==> src/rtl/fixedp_pkg.sv <==
//------------------------------------------------------------------------------
// fixedp_pkg : shared types and constants for the fixed-point math units
// Rev 1.0
//------------------------------------------------------------------------------
`default_nettype none

package fixedp_pkg;

  typedef enum logic [1:0] {
    ST_IDLE = 2'd0,
    ST_DIV  = 2'd1,
    ST_FIX  = 2'd2,
    ST_DONE = 2'd3
  } div_state_e;

  function automatic int div_iters(input int width, input int scale, input int rnd);
    return width + scale + ((rnd != 0) ? 1 : 0);
  endfunction

  function automatic int div_iter_lat(input int width, input int scale, input int rnd);
    return div_iters(width, scale, rnd) + 1;
  endfunction

  // Two's-complement extremes; callers keep the low width bits.
  function automatic logic [63:0] max_pos(input int width);
    return (64'd1 << (width - 1)) - 64'd1;
  endfunction

  function automatic logic [63:0] min_neg(input int width);
    return ~64'd0 << (width - 1);
  endfunction

  localparam int DIV_ITER_LAT = div_iter_lat(16, 10, 0);

endpackage

`default_nettype wire

==> src/rtl/fixedp_sat.sv <==
//------------------------------------------------------------------------------
// fixedp_sat : sign-applies and saturates an unsigned magnitude to WIDTH bits
// Rev 1.0
//------------------------------------------------------------------------------
`default_nettype none

module fixedp_sat
  import fixedp_pkg::*;
#(
  parameter int WIDTH = 16,
  parameter int MW    = 26
) (
  input  logic [MW-1:0]    i_mag,
  input  logic             i_neg,
  input  logic             i_dz,
  input  logic             i_dividend_neg,
  output logic [WIDTH-1:0] o_result,
  output logic             o_ovf
);

  localparam logic [WIDTH-1:0] c_POS     = WIDTH'(max_pos(WIDTH));
  localparam logic [WIDTH-1:0] c_NEG     = WIDTH'(min_neg(WIDTH));
  localparam logic [WIDTH-1:0] c_ONE     = {{(WIDTH-1){1'b0}}, 1'b1};
  localparam logic [MW-1:0]    c_POS_MAG = MW'(max_pos(WIDTH));
  localparam logic [MW-1:0]    c_NEG_MAG = MW'(max_pos(WIDTH) + 64'd1);

  always_comb begin
    o_result = '0;
    o_ovf    = 1'b0;
    if (i_dz) begin
      o_result = i_dividend_neg ? c_NEG : c_POS;
    end else if (!i_neg) begin
      if (i_mag > c_POS_MAG) begin
        o_result = c_POS;
        o_ovf    = 1'b1;
      end else begin
        o_result = i_mag[WIDTH-1:0];
      end
    end else begin
      if (i_mag > c_NEG_MAG) begin
        o_result = c_NEG;
        o_ovf    = 1'b1;
      end else begin
        // A magnitude of exactly 2^(WIDTH-1) negates onto itself, which is min_neg.
        o_result = ~i_mag[WIDTH-1:0] + c_ONE;
      end
    end
  end

endmodule

`default_nettype wire

==> src/rtl/fixedp_div_iter.sv <==
//------------------------------------------------------------------------------
// fixedp_div_iter : iterative restoring signed fixed-point divider, valid/ready
// Rev 1.0
//------------------------------------------------------------------------------
`default_nettype none

module fixedp_div_iter
  import fixedp_pkg::*;
#(
  parameter int WIDTH = 16,
  parameter int SCALE = 10,
  parameter int ROUND = 0,
  parameter int TAGW  = 4
) (
  input  logic             clk,
  input  logic             reset,
  input  logic             abort,
  input  logic             in_valid,
  output logic             in_ready,
  input  logic [WIDTH-1:0] dividend,
  input  logic [WIDTH-1:0] divisor,
  input  logic [TAGW-1:0]  in_tag,
  output logic             out_valid,
  input  logic             out_ready,
  output logic [WIDTH-1:0] quotient,
  output logic [TAGW-1:0]  out_tag,
  output logic             ovf,
  output logic             dz
);

  localparam int ITERS = div_iters(WIDTH, SCALE, ROUND);
  localparam int CW    = $clog2(ITERS + 1);
  localparam logic [WIDTH-1:0] c_ONE = {{(WIDTH-1){1'b0}}, 1'b1};

  div_state_e        r_state, w_next;
  logic [ITERS-1:0]  r_nq;
  logic [WIDTH-1:0]  r_rem;
  logic [WIDTH-1:0]  r_dvs;
  logic              r_neg, r_dz, r_dd_neg;
  logic [TAGW-1:0]   r_tag;
  logic [CW-1:0]     r_cnt;
  logic [WIDTH-1:0]  r_quot;
  logic [TAGW-1:0]   r_out_tag;
  logic              r_ovf, r_dz_out;

  logic [WIDTH-1:0]  w_dd_abs, w_dv_abs, w_sub, w_sat;
  logic [ITERS-1:0]  w_num, w_mag;
  logic [WIDTH:0]    w_shift;
  logic              w_ge, w_sat_ovf;

  assign w_dd_abs = dividend[WIDTH-1] ? (~dividend + c_ONE) : dividend;
  assign w_dv_abs = divisor[WIDTH-1]  ? (~divisor  + c_ONE) : divisor;

  // With rounding, one extra quotient bit below the LSB is produced for the round step.
  if (ROUND != 0) begin : g_round
    assign w_num = {w_dd_abs, {SCALE{1'b0}}, 1'b0};
    assign w_mag = {1'b0, r_nq[ITERS-1:1]} + {{(ITERS-1){1'b0}}, r_nq[0]};
  end else begin : g_trunc
    assign w_num = {w_dd_abs, {SCALE{1'b0}}};
    assign w_mag = r_nq;
  end

  // r_nq holds the unconsumed numerator bits on top and the quotient bits below.
  assign w_shift = {r_rem, r_nq[ITERS-1]};
  assign w_ge    = (w_shift >= {1'b0, r_dvs});
  assign w_sub   = w_shift[WIDTH-1:0] - r_dvs;

  fixedp_sat #(
    .WIDTH (WIDTH),
    .MW    (ITERS)
  ) u_sat (
    .i_mag          (w_mag),
    .i_neg          (r_neg),
    .i_dz           (r_dz),
    .i_dividend_neg (r_dd_neg),
    .o_result       (w_sat),
    .o_ovf          (w_sat_ovf)
  );

  always_ff @(posedge clk or negedge reset) begin
    if (!reset) r_state <= ST_IDLE;
    else        r_state <= w_next;
  end

  always_comb begin
    w_next = r_state;
    case (r_state)
      ST_IDLE: if (in_valid && !abort) w_next = ST_DIV;
      ST_DIV: begin
        if (abort)                            w_next = ST_IDLE;
        else if (r_cnt == CW'(ITERS - 1))     w_next = ST_FIX;
      end
      ST_FIX:  w_next = abort ? ST_IDLE : ST_DONE;
      ST_DONE: if (abort || out_ready) w_next = ST_IDLE;
      default: w_next = ST_IDLE;
    endcase
  end

  always_ff @(posedge clk or negedge reset) begin
    if (!reset) begin
      r_nq      <= '0;
      r_rem     <= '0;
      r_dvs     <= '0;
      r_neg     <= 1'b0;
      r_dz      <= 1'b0;
      r_dd_neg  <= 1'b0;
      r_tag     <= '0;
      r_cnt     <= '0;
      r_quot    <= '0;
      r_out_tag <= '0;
      r_ovf     <= 1'b0;
      r_dz_out  <= 1'b0;
    end else begin
      case (r_state)
        ST_IDLE: begin
          if (in_valid && !abort) begin
            r_nq     <= w_num;
            r_rem    <= '0;
            r_dvs    <= w_dv_abs;
            r_neg    <= dividend[WIDTH-1] ^ divisor[WIDTH-1];
            r_dz     <= (divisor == '0);
            r_dd_neg <= dividend[WIDTH-1];
            r_tag    <= in_tag;
            r_cnt    <= '0;
          end
        end
        ST_DIV: begin
          if (!abort) begin
            r_rem <= w_ge ? w_sub : w_shift[WIDTH-1:0];
            r_nq  <= {r_nq[ITERS-2:0], w_ge};
            r_cnt <= r_cnt + CW'(1);
          end
        end
        ST_FIX: begin
          if (!abort) begin
            r_quot    <= w_sat;
            r_out_tag <= r_tag;
            r_ovf     <= w_sat_ovf;
            r_dz_out  <= r_dz;
          end
        end
        default: ;
      endcase
    end
  end

  assign in_ready  = (r_state == ST_IDLE);
  assign out_valid = (r_state == ST_DONE);
  assign quotient  = r_quot;
  assign out_tag   = r_out_tag;
  assign ovf       = r_ovf;
  assign dz        = r_dz_out;

endmodule

`default_nettype wire

==> config.mk <==
export PLATFORM = sky130hd
export DESIGN_NAME = fixedp_div_iter
export DESIGN_NICKNAME = d
export VERILOG_FILES = /design/src/rtl/fixedp_pkg.sv /design/src/rtl/fixedp_sat.sv /design/src/rtl/fixedp_div_iter.sv
export SDC_FILE = /design/constraint.sdc
export NUM_CORES = 1
export LEC_CHECK = 0
export ABC_AREA = 1
export BUFFER_PORTS_ARGS = -buffer_cell sky130_fd_sc_hd__buf_4
export CAP_MARGIN = 25
export CORE_ASPECT_RATIO = 0.75
export CORE_MARGIN = 2
export CORE_UTILIZATION = 60
export CTS_BUF_LIST = sky130_fd_sc_hd__clkbuf_8
export DETAILED_ROUTE_END_ITERATION = 10
export PLACE_DENSITY_LB_ADDON = 0.1
export REMOVE_ABC_BUFFERS = 1
export SETUP_SLACK_MARGIN = 0.15
export SLEW_MARGIN = 20
export SYNTH_ARGS = -nofsm -noshare
export SYNTH_HDL_FRONTEND = slang
export SYNTH_SLANG_ARGS = --single-unit
==> constraint.sdc <==
create_clock -name clk -period 2.7 [get_ports clk]
set_clock_uncertainty 0.2 [all_clocks]
set_input_delay 0.675 -clock clk [delete_from_list [all_inputs] [get_ports clk]]
set_output_delay 0.675 -clock clk [all_outputs]
set_load 0.01 [all_outputs]
==> results.toml <==
[status]
outcome = "completed"

[setup_path]
critPathLaunchType = "flop"
path_class = "reg -> reg"
cp.arrival_ps = 2480
timing.rr.start = "r_dvs[0]"
r2r_cells = 10
r2r_end = "r_rem[8]"
crit_required_ps = 2780
regToRegSetupSlack_ps = 300
worst_setup_path_end_kind = "flop"
critPathMaxFanout = 3

[grt]
grt_max_degree = 41
antenna_found_initial = 0
grt_pass1_vias = 5362
grt_first_pass_wirelength_um = 26600
grt-ovfl-total = 0
grt_use_total_pct = 29.5

[cells_and_area]
layout_common_cells = "nand2_1, inv_1, dfrtp_1"
diodes = 0
layout_commonest_cell = "nand2_1"
fin_nets = 1068
final_area_sq_um = 7230
syn_to_final_growth_pct = 12.7
finalNonFillerCells = 1146
layout-drive-gt1-share_pct = 11.7

[timing]
hold_viol_final = 0
tns_ps = 0
worstMarginPinSlew_ps = 561
slew_headroom_pct = 62.6
worst_slack_ps = 297
setup-violations-final = 0
fin_crit_ps = 2400
max_freq_mhz = 416
post-route-period-util_pct = 89.0
slew_viol_final = 0
rsz0062_at_grt = "false"

[pwr]
p_leak_nw = 3.84
power_mw = 8.80
irDropWorstVdd_mv = 0.581
powerDensity_nw_per_um2 = 1220

[logic_synthesis]
seq_area_frac_synth_pct = 36.6
syn_area_sq_um = 6420
synth_top_area_share_pct = 36.6
async_reset_ff_share_pct = 100
ys_types = 43
synthesis.instances = 945
yosysTopAreaCell = "dfrtp_1"
avgSynthCellArea_sq_um = 6.79
ys_ff_latch = 94
synth_ff_type = "dfrtp_1"
ys_warn_count = 0
synth-edff-count = 0
synthTopCellsByArea = "dfrtp_1, nand2_1, nand3_1, inv_1, o21ai_0"

[floorplan]
ios = 65
start_util_pct = 62.1
fp.dieH_um = 93.6
die_w_um = 123
die_area_sq_um = 11600
row_count = 32
coreArea_sq_um = 10300

[placed_design]
place_ws_ps = 128
io_buffers = 64
hpwl_um = 12100
place_area_sq_um = 7030
place_inst = 1128
place.gp.congestion = 0.990

[route]
vias = 6159
drtAntennaViolNets = 0
routed_via_density = 5.37
routedWlPerCell_um = 14.0
drcViolationCount = 0
drt_wl_total_um = 16100
drtPass1Iterations = 5
first_iter_violations = 662

[clock_tree]
cts_hold_buf = 0
clock_path_buffers = 2
cts_inserted_buffers = 9
cts_tree = "yes"
insertion_delay_ps = 390
clk_pin_slew_ps = 110
cts.sinks = 94
clock_tree.root_cell = "clkbuf_8"
cts_max_level = 3

[hold_path]
hold_class = "in -> async"

[flow_run]
maxCapViolCount = 0
per-stage QoR:
stage,utilization (%),hold slack (ps)
3_3_place_gp,68.0,257
4_1_cts,69.9,31.0
3_5_place_dp,68.0,266
2_1_floorplan,-,179
5_1_grt,70.0,43.6
6_report,70.0,25.7
area by class of cell:
type	count	area (sq um)
multi-input combinational	697	3460
fill	902	3100
sequential	94	2350
timing repair buffer	78	598
inverter	125	472
tap	136	170
clock buffer	9	124
clock inverter	7	61.3
report_power, final:
part | internal (mW) | leakage, nW | switching, mW | total [mW]
Sequential | 2.00 | 1.19 | 0.503 | 2.50
Combinational | 1.98 | 2.55 | 3.40 | 5.38
Clock | 0.354 | 0.0940 | 0.563 | 0.918
critical path, cell delays in order, from the launching register on:
cell      delay (ps)
dfrtp_1          460
ha_1             250
fa_1             480
o21bai_1         340
nand2_1          130
nand3_1           90
nand2_1           60
nand2_1          100
nand2_1           70
nand3_1           70
nand2_1           50
cells in the mapped netlist (2+ instances only):
cell type  instances
buf_4              4
nor3_1            11
nand3_1           91
nand4_1           11
nand3b_1          13
inv_1            115
nor2_4             2
o21ai_0           60
nor2_2             4
xnor2_1            8
buf_2             10
clkbuf_1          13
inv_2              8
o21ai_1           26
ha_1              21
o22ai_1            3
dfrtp_1           94
nand2_2            2
nor3_2             4
nor2_1            65
a21oi_1           37
xor2_1            18
o211ai_1           5
nand2_1          300
and2_1             2
flip-flops by register name, summed over array words and instances, names as in the netlist:
signal,flops
quotient,16
r_neg,1
dz,1
out_tag,4
ovf,1
r_tag,4
r_dd_neg,1
r_nq,26
r_dvs,16
r_cnt,5
r_rem,16
r_dz,1
r_state,2
routing by layer:
metal	vias to the layer above	wire (um)	track usage, %
met5	-	0	0
met4	0	159	6.25
met3	11	1330	6.22
met2	217	6190	38.2
met1	2775	8400	49.2
li1	3156	-	-
worst max-delay path by stage:
stage	startpoint	to	slack (ps)	cells past startpoint
2_1_floorplan	r_state[1]	r_nq[22]	160	7
3_3_place_gp	r_rem[5]	r_rem[15]	170	11
3_5_place_dp	r_rem[5]	r_rem[15]	130	11
4_1_cts	r_dvs[0]	r_rem[8]	330	10
5_1_grt	r_dvs[0]	r_rem[8]	200	10
6_report	r_dvs[0]	r_rem[8]	300	10
logic make-up after synthesis:
| group | synth area share, % |
|---|---|
| xor+xnor | 3.55 |
| fa+ha+maj | 4.41 |
| buf+inv | 9.59 |
| simple gates | 34.3 |
| flops | 36.6 |
| compound gates | 11.5 |
timing repair:
item / 4_1_cts / 5_1_grt
setup endpoints to repair: 2 / 2
buffers inserted: 0 / 2
pin swaps: 0 / 1
resized for setup: 1 / 0
Note: power is estimated with default switching activity, not from simulation.
